==> config.mk <==
export PLATFORM = sky130hd
export DESIGN_NAME = mips_mc_ctrl
export DESIGN_NICKNAME = d
export VERILOG_FILES = /design/src/rtl/AluCtrlSig_pkg.sv /design/src/rtl/alu_decoder.sv /design/src/rtl/mips_mc_ctrl.sv
export SDC_FILE = /design/constraint.sdc
export NUM_CORES = 1
export LEC_CHECK = 0
export ABC_AREA = 1
export CAP_MARGIN = 15
export CORE_MARGIN = 5
export CORE_UTILIZATION = 35
export DETAILED_ROUTE_END_ITERATION = 8
export GPL_ROUTABILITY_DRIVEN = 0
export PLACE_DENSITY = 0.81
export SLEW_MARGIN = 40
export SYNTH_ARGS = -nofsm -noshare
export SYNTH_HDL_FRONTEND = slang
export SYNTH_SLANG_ARGS = --single-unit
export TNS_END_PERCENT = 10
==> constraint.sdc <==
create_clock -name clk -period 1.3 [get_ports clk]
set_input_delay 0.26 -clock clk [delete_from_list [all_inputs] [get_ports clk]]
set_output_delay 0.26 -clock clk [all_outputs]
set_load 0.02 [all_outputs]
==> src/rtl/AluCtrlSig_pkg.sv <==
// Shared encodings for the multicycle MIPS control path: ALU operation codes,
// opcode/funct constants, controller state set and the control-word bundle.
package AluCtrlSig_pkg;

   localparam logic [3:0] ALU_AND = 4'b0000;
   localparam logic [3:0] ALU_OR  = 4'b0001;
   localparam logic [3:0] ALU_ADD = 4'b0010;
   localparam logic [3:0] ALU_XOR = 4'b0011;
   localparam logic [3:0] ALU_SUB = 4'b0110;
   localparam logic [3:0] ALU_SLT = 4'b0111;
   localparam logic [3:0] ALU_NOR = 4'b1100;

   localparam logic [5:0] OP_RTYPE = 6'h00;
   localparam logic [5:0] OP_LW    = 6'h23;
   localparam logic [5:0] OP_SW    = 6'h2B;
   localparam logic [5:0] OP_BEQ   = 6'h04;
   localparam logic [5:0] OP_ADDI  = 6'h08;
   localparam logic [5:0] OP_J     = 6'h02;

   localparam logic [5:0] FN_ADD = 6'h20;
   localparam logic [5:0] FN_SUB = 6'h22;
   localparam logic [5:0] FN_AND = 6'h24;
   localparam logic [5:0] FN_OR  = 6'h25;
   localparam logic [5:0] FN_XOR = 6'h26;
   localparam logic [5:0] FN_NOR = 6'h27;
   localparam logic [5:0] FN_SLT = 6'h2A;

   typedef enum logic [3:0] {
      ST_FETCH,
      ST_DECODE,
      ST_MEMADR,
      ST_MEMRD,
      ST_MEMWB,
      ST_MEMWR,
      ST_EXEC,
      ST_ALUWB,
      ST_BRANCH,
      ST_ADDIEX,
      ST_ADDIWB,
      ST_JUMP,
      ST_ILLEGAL,
      ST_HALT
   } mc_state_t;

   typedef struct packed {
      logic [3:0] alu_ctl;
      logic       pc_write;
      logic       pc_write_cond;
      logic       iord;
      logic       mem_read;
      logic       mem_write;
      logic       ir_write;
      logic       mem_to_reg;
      logic       reg_dst;
      logic       reg_write;
      logic       alu_src_a;
      logic [1:0] alu_src_b;
      logic [1:0] pc_src;
      logic       illegal;
   } ctl_t;

   // Quiescent control word: every enable and select low, ALU left on ADD.
   localparam ctl_t CTL_IDLE = ctl_t'({ALU_ADD, 15'd0});

endpackage

==> src/rtl/alu_decoder.sv <==
// R-type funct field to ALU operation code; valid_o drops for unsupported functs,
// in which case the code falls back to ADD so the ALU never sees an undefined op.
module alu_decoder
   import AluCtrlSig_pkg::*;
(
   input  logic [5:0] funct_i,
   output logic [3:0] alu_ctl_o,
   output logic       valid_o
);

   always_comb begin
      alu_ctl_o = ALU_ADD;
      valid_o   = 1'b1;
      case (funct_i)
         FN_ADD:  alu_ctl_o = ALU_ADD;
         FN_SUB:  alu_ctl_o = ALU_SUB;
         FN_AND:  alu_ctl_o = ALU_AND;
         FN_OR:   alu_ctl_o = ALU_OR;
         FN_XOR:  alu_ctl_o = ALU_XOR;
         FN_NOR:  alu_ctl_o = ALU_NOR;
         FN_SLT:  alu_ctl_o = ALU_SLT;
         default: valid_o   = 1'b0;
      endcase
   end

endmodule

==> src/rtl/mips_mc_ctrl.sv <==
// Multicycle MIPS control FSM: steps each instruction through fetch/decode/execute/
// memory/writeback and drives the datapath control word from the current state.
module mips_mc_ctrl
   import AluCtrlSig_pkg::*;
#(
   parameter mc_state_t RESET_STATE  = ST_FETCH,
   parameter bit        ILLEGAL_HALT = 1'b1
) (
   input  logic       clk,
   input  logic       rst_n,
   input  logic [5:0] opcode,
   input  logic [5:0] funct,
   input  logic       zero,
   input  logic       mem_ready,
   output logic [3:0] alu_ctl,
   output logic       pc_write,
   output logic       pc_write_cond,
   output logic       iord,
   output logic       mem_read,
   output logic       mem_write,
   output logic       ir_write,
   output logic       mem_to_reg,
   output logic       reg_dst,
   output logic       reg_write,
   output logic       alu_src_a,
   output logic [1:0] alu_src_b,
   output logic [1:0] pc_src,
   output logic       illegal
);

   mc_state_t  state_q, state_d;
   ctl_t       ctl;
   logic [3:0] dec_alu;
   logic       dec_valid;
   logic       unused_zero;

   // Branch qualification by zero is done in the datapath (pc_write_cond & zero).
   assign unused_zero = zero;

   alu_decoder u_alu_dec (
      .funct_i   (funct),
      .alu_ctl_o (dec_alu),
      .valid_o   (dec_valid)
   );

   always_ff @(posedge clk or negedge rst_n) begin
      if (!rst_n) state_q <= RESET_STATE;
      else        state_q <= state_d;
   end

   always_comb begin
      state_d = state_q;
      ctl     = CTL_IDLE;
      case (state_q)
         ST_FETCH: begin
            ctl.mem_read  = 1'b1;
            ctl.alu_src_b = 2'b01;
            if (mem_ready) begin
               ctl.ir_write = 1'b1;
               ctl.pc_write = 1'b1;
               state_d      = ST_DECODE;
            end
         end
         ST_DECODE: begin
            ctl.alu_src_b = 2'b11;
            case (opcode)
               OP_LW, OP_SW: state_d = ST_MEMADR;
               OP_RTYPE:     state_d = ST_EXEC;
               OP_BEQ:       state_d = ST_BRANCH;
               OP_ADDI:      state_d = ST_ADDIEX;
               OP_J:         state_d = ST_JUMP;
               default:      state_d = ST_ILLEGAL;
            endcase
         end
         ST_MEMADR: begin
            ctl.alu_src_a = 1'b1;
            ctl.alu_src_b = 2'b10;
            state_d       = (opcode == OP_LW) ? ST_MEMRD : ST_MEMWR;
         end
         ST_MEMRD: begin
            ctl.mem_read = 1'b1;
            ctl.iord     = 1'b1;
            if (mem_ready) state_d = ST_MEMWB;
         end
         ST_MEMWB: begin
            ctl.reg_write  = 1'b1;
            ctl.mem_to_reg = 1'b1;
            state_d        = ST_FETCH;
         end
         ST_MEMWR: begin
            ctl.mem_write = 1'b1;
            ctl.iord      = 1'b1;
            if (mem_ready) state_d = ST_FETCH;
         end
         ST_EXEC: begin
            ctl.alu_src_a = 1'b1;
            ctl.alu_ctl   = dec_alu;
            state_d       = dec_valid ? ST_ALUWB : ST_ILLEGAL;
         end
         ST_ALUWB: begin
            ctl.reg_write = 1'b1;
            ctl.reg_dst   = 1'b1;
            state_d       = ST_FETCH;
         end
         ST_BRANCH: begin
            ctl.alu_src_a     = 1'b1;
            ctl.alu_ctl       = ALU_SUB;
            ctl.pc_write_cond = 1'b1;
            ctl.pc_src        = 2'b01;
            state_d           = ST_FETCH;
         end
         ST_ADDIEX: begin
            ctl.alu_src_a = 1'b1;
            ctl.alu_src_b = 2'b10;
            state_d       = ST_ADDIWB;
         end
         ST_ADDIWB: begin
            ctl.reg_write = 1'b1;
            state_d       = ST_FETCH;
         end
         ST_JUMP: begin
            ctl.pc_write = 1'b1;
            ctl.pc_src   = 2'b10;
            state_d      = ST_FETCH;
         end
         ST_ILLEGAL: begin
            ctl.illegal = 1'b1;
            state_d     = ILLEGAL_HALT ? ST_HALT : ST_FETCH;
         end
         ST_HALT:  state_d = ST_HALT;
         default:  state_d = ST_FETCH;
      endcase
      // Reset kills every enable immediately, even mid-instruction.
      if (!rst_n) ctl = CTL_IDLE;
   end

   assign alu_ctl       = ctl.alu_ctl;
   assign pc_write      = ctl.pc_write;
   assign pc_write_cond = ctl.pc_write_cond;
   assign iord          = ctl.iord;
   assign mem_read      = ctl.mem_read;
   assign mem_write     = ctl.mem_write;
   assign ir_write      = ctl.ir_write;
   assign mem_to_reg    = ctl.mem_to_reg;
   assign reg_dst       = ctl.reg_dst;
   assign reg_write     = ctl.reg_write;
   assign alu_src_a     = ctl.alu_src_a;
   assign alu_src_b     = ctl.alu_src_b;
   assign pc_src        = ctl.pc_src;
   assign illegal       = ctl.illegal;

endmodule

# --- Word-level counts from Yosys, hierarchy flattened ---
# Cells that the tools add are included.
op_classes:
  n_eq_ne: 28
  n_mux: 25
  n_reduce_logical: 11
ops:
  columns: ["operator", "n"]
  rows:
  - ["$eq A6 B6 Y1 const B", 9]
  - ["$pmux W4 S8", 1]
  - ["$eq A4 B4 Y1 const B", 6]
  - ["$pmux W4 S6", 1]
  - ["$pmux W4 S5", 1]
  - ["$mux W19", 1]
  - ["$eq A4 B3 Y1 const B", 4]
  - ["$mux W4", 4]
  - ["$mux W1", 12]
  - ["$reduce_or A2 Y1", 5]
  - ["$eq A4 B2 Y1 const B", 2]
  - ["$pmux W4 S2", 1]
  - ["$reduce_or A7 Y1", 1]
  - ["$eq A6 B2 Y1 const B", 1]
  - ["$eq A6 B3 Y1 const B", 1]
  - ["$eq A6 B4 Y1 const B", 1]
  - ["$logic_not A6 Y1", 1]
  - ["$ne A2 B2 Y1 const B", 3]
  - ["$pmux W2 S3", 1]
  - ["$eq A4 B1 Y1 const B", 1]
  - ["$logic_not A4 Y1", 1]
  - ["$pmux W2 S2", 1]
  - ["$reduce_or A4 Y1", 1]
  - ["$mux W3", 1]
  - ["other kinds (3)", 3]
totals:
  reg_bits: 4
  input_bits: 16
  output_inout_bits: 19
  elab_cells: 65

# --- Depth between registers and ports, before layout ---
depth:
  word_depth: 5
  depth_mapped: 9
  depth_no_buf: 9

# --- Modules after synthesis ---
# A second synthesis with hierarchy kept.
unflattened:
  cells_unflattened: 139
  area_unflattened_um2: 724.4
by_module_without_submodules:
  columns: ["module", "instances", "cells_each", "area_per_inst_um2", "seq_area_each_um2"]
  rows:
  - ["mips_mc_ctrl", 1, 112, 606.8, 100.1]
  - ["alu_decoder", 1, 27, 117.6, 0.0]

# --- Worst setup path before layout ---
# OpenSTA, ideal clock, no wires.
synth_timing:
  path_kind: "register to output"
  startpoint: "register state_q[2]"
  endpoint: "output port alu_ctl[2]"
  arrival_time_ps: 1365
  required_time_ps: 1040
  path_slack_ps: -325
  path_stages_with_launch: 8
  n_path_buf: 0
  path_cell_list: "dfrtp_1 -> inv_2 -> nor2_2 -> nand2_2 -> inv_2 -> nand3_2 -> nor3_2 -> or2_1"
synth_between:
  elab_chain_cells: 3
  word_cells_on_any_way: 4
  classes_between: "eq/ne (2); mux (2)"
synth_rtl:
  columns: ["item", "line_no", "rtl"]
  rows:
  - ["start, declared", "mips_mc_ctrl.sv:31", "mc_state_t state_q, state_d;"]
  - ["start signal, assigned", "mips_mc_ctrl.sv:48", "else state_q <= state_d;"]
  - ["$eq A4 B4 Y1 or $eq A4 B3 Y1 (tied branches)", "mips_mc_ctrl.sv:54", "case (state_q)"]
  - ["$pmux W4 S2 (*)", "mips_mc_ctrl.sv:54", null]
  - ["$mux W19 (*)", "mips_mc_ctrl.sv:134", "if (!rst_n) ctl = CTL_IDLE;"]
  - ["end, declared", "mips_mc_ctrl.sv:15", "output logic [3:0] alu_ctl,"]
# Mark *: on every way between the ends. The rest lies on a longest branch, timed or not.

# --- Worst setup path in the final report ---
layout_timing:
  startpoint: "register state_q[0]"
  endpoint: "output port alu_ctl[2]"
# The elaborated chain is that of the path after synthesis.

==> flow_summary.json <==
{
  "status": "finished with violations",
  "violations": "negative setup slack",
  "regMostFlops": "state_q",
  "htreeDepth": 1,
  "cts_buffer_depth": 2,
  "clk_latency_ps": 240,
  "antenna_found_initial": 0,
  "cp_data_required_time_ps": 1040,
  "cp_slowest_stage_delay_ps": 420,
  "netlist_instances": 133,
  "wire_per_inst_um": 13.8,
  "start_util_pct": 37.9,
  "drc": 0,
  "period_needed_ps": 1770,
  "powerDensity_nw_per_um2": 1490,
  "ant_nets": 0,
  "slew_viol_final": 0,
  "fill_cells": 121,
  "track_usage_pct": 22.3,
  "finalWorstSetupSlack_ps": -469,
  "crit_buf_inv": 3,
  "skew_ps": 4.09,
  "ys_types": 21,
  "num_antenna_cells": 0,
  "io_pins": 35,
  "cts_buffers": 3,
  "final_common_cell": "buf_4",
  "critPathLaunchType": "flop",
  "maxCapViolCount": 0,
  "num_vias": 1220,
  "grt_pass1_wl_mm": 4.75,
  "dieArea_um2": 2890,
  "synth_top_area_share_pct": 17.9,
  "drive_above_1_share_pct": 49.1,
  "endpoint_kind": "output pin",
  "vias_per_cell": 5.10,
  "grt_pass1_vias": 1161,
  "grt_setup_unrepaired": "yes",
  "path_max_fanout": 4,
  "grt_overflow_total": 0,
  "syn_avg_cell_area_um2": 5.03,
  "worstHoldPathType": "input pin to async pin",
  "final_cell_mix": "58 x buf_4, 26 x nand2_1, 21 x inv_1",
  "cts_tree": "yes",
  "synth_top_area_cell": "nand2_1",
  "fin_nets": 232,
  "cp_top_family": "simple AND/OR/NAND/NOR gates",
  "cts_sinks": 4,
  "hold_viol": 0,
  "total_leakage_power_nw": 0.819,
  "critical_path.cell_chain": "inv_1, nand2_1, inv_2, nand2_1, o22ai_1, or2_4, buf_6",
  "p_total_mw": 2.18,
  "die_h_um": 53.7,
  "yosysWarnings": 0,
  "synth_seq_cells": 4,
  "hold_buffers": 0,
  "whs_ps": 536,
  "drt_iter0_drc": 39,
  "syn_area_um2": 669,
  "maxSlewHeadroom_pct": 82.2,
  "fp-row-count": 15,
  "tns_ps": -7580,
  "final_area_um2": 1460,
  "place_area_um2": 1320,
  "crit_arrival_ps": 1510,
  "die_w_um": 53.7,
  "top_regs": "state_q x4",
  "swShare_pct": 49.3,
  "largest_reg_flops": 4,
  "area_growth_syn_to_layout_pct": 118,
  "synth.net_count": 149,
  "crit_path_top_delay_cell": "dfrtp_1",
  "switching_power_mw": 1.08,
  "p_int_mw": 1.10,
  "finalSetupViolations": 23,
  "power_frac_seq_pct": 12.5,
  "synth_seq_area_share_pct": 15.0,
  "hpwl_mm": 2.26,
  "core_um2": 1760,
  "min_period_over_period_pct": 136,
  "synthTopCellsByArea": "nand2_1 18%, dfrtp_1 15%, inv_1 14%",
  "drt_pass1_iterations": 4,
  "port_buffers": 33,
  "p_clk_share_pct": 7.1,
  "vdd_drop_max_mv": 1.04,
  "critPathKind": "flop to output pin",
  "combPwrFrac_pct": 80.4,
  "fmax_mhz": 565,
  "grt_max_degree": 7,
  "wl_mm": 3.31,
  "root_buffer": "clkbuf_4",
  "clkTransAtPathRegs_ps": 40,
  "cp_common_cell": "nand2_1",
  "worst_pin_slew_ps": 265
}
[logic make-up (layout without fill, tap and decap cells)]
logic type	count (synthesis)	count (layout)	synth area share, %
simple gates	87	87	57.8
compound gates	13	13	10.5
buf+inv	29	110	16.8
flops	4	4	15.0
[Yosys cell counts]
library cell  instances
a31oi_1               1
nand3b_1              1
nand3_2               1
nand2_2               1
nor3_1                5
nand3_1              14
nand4_1               2
buf_4                 1
inv_2                 2
nor3_2                1
inv_1                25
o211ai_1              1
clkbuf_1              1
a21oi_1               6
o21ai_0               4
nor2_1               25
nor2_2                3
or2_1                 2
o22ai_1               1
dfrtp_1               4
nand2_1              32
[worst register-to-register path: cells and delay by family, from the launching register on]
kind | cells | cell delay, ps
flip-flops | 1 | 420
AO/OA/AOI/OAI | 1 | 140
AND/OR/NAND/NOR | 6 | 410
buffers and inverters | 3 | 360
[power groups by stage]
stage	clock (mW)	sequential, mW	combinational [mW]
global placement	0	0.240	1.43
CTS	0.159	0.259	1.54
finish	0.154	0.272	1.75
detailed placement	0	0.248	1.48
global route	0.179	0.271	1.88
floorplan	0	0.238	0.708
[per-stage QoR]
step	setup slack [ps]	utilization (%)	instances
2_1_floorplan	-215	-	133
3_3_place_gp	-897	74.6	227
3_5_place_dp	-1000	74.6	227
4_1_cts	-467	78.6	237
5_1_grt	-529	82.8	239
6_report	-469	82.8	239
[worst paths after layout]
| check | startpoint | to | slack (ps) | depth (start not counted) |
|---|---|---|---|---|
| hold / removal | rst_n | state_q[0] | 540 | 3 |
| setup / recovery | state_q[0] | alu_ctl[2] | -470 | 7 |
| hold reg to reg | state_q[0] | state_q[0] | 760 | 3 |
| min in group clk | mem_ready | state_q[2] | 740 | 4 |
| max in group asynchronous | rst_n | state_q[2] | 650 | 3 |
| setup reg to reg | state_q[0] | state_q[2] | -150 | 10 |
[layout make-up]
cell class,instances,area [µm²],area share (%)
Sequential cell,4,103,7.02
Clock buffer,3,22.5,1.54
Tap cell,25,31.3,2.14
Timing Repair Buffer,80,639,43.8
Multi-Input combinational cell,100,564,38.6
Inverter,27,101,6.93
[repair_timing]
item                                    4_1_cts  5_1_grt
endpoints found under the setup margin       23       23
pin swaps                                     8        7
buffers inserted                              7        2
gates resized for setup                     113       21
endpoints found under the hold margin         0        0
[per-layer routing]
layer / vias to the layer above / track usage, % / routed length, µm
li1: 583 / - / -
met1: 569 / 23.0 / 1180
met2: 52 / 43.3 / 1790
met3: 16 / 1.94 / 189
met4: 0 / 11.9 / 145
met5: - / 0 / 0
Power figures use the tool's default switching activity.
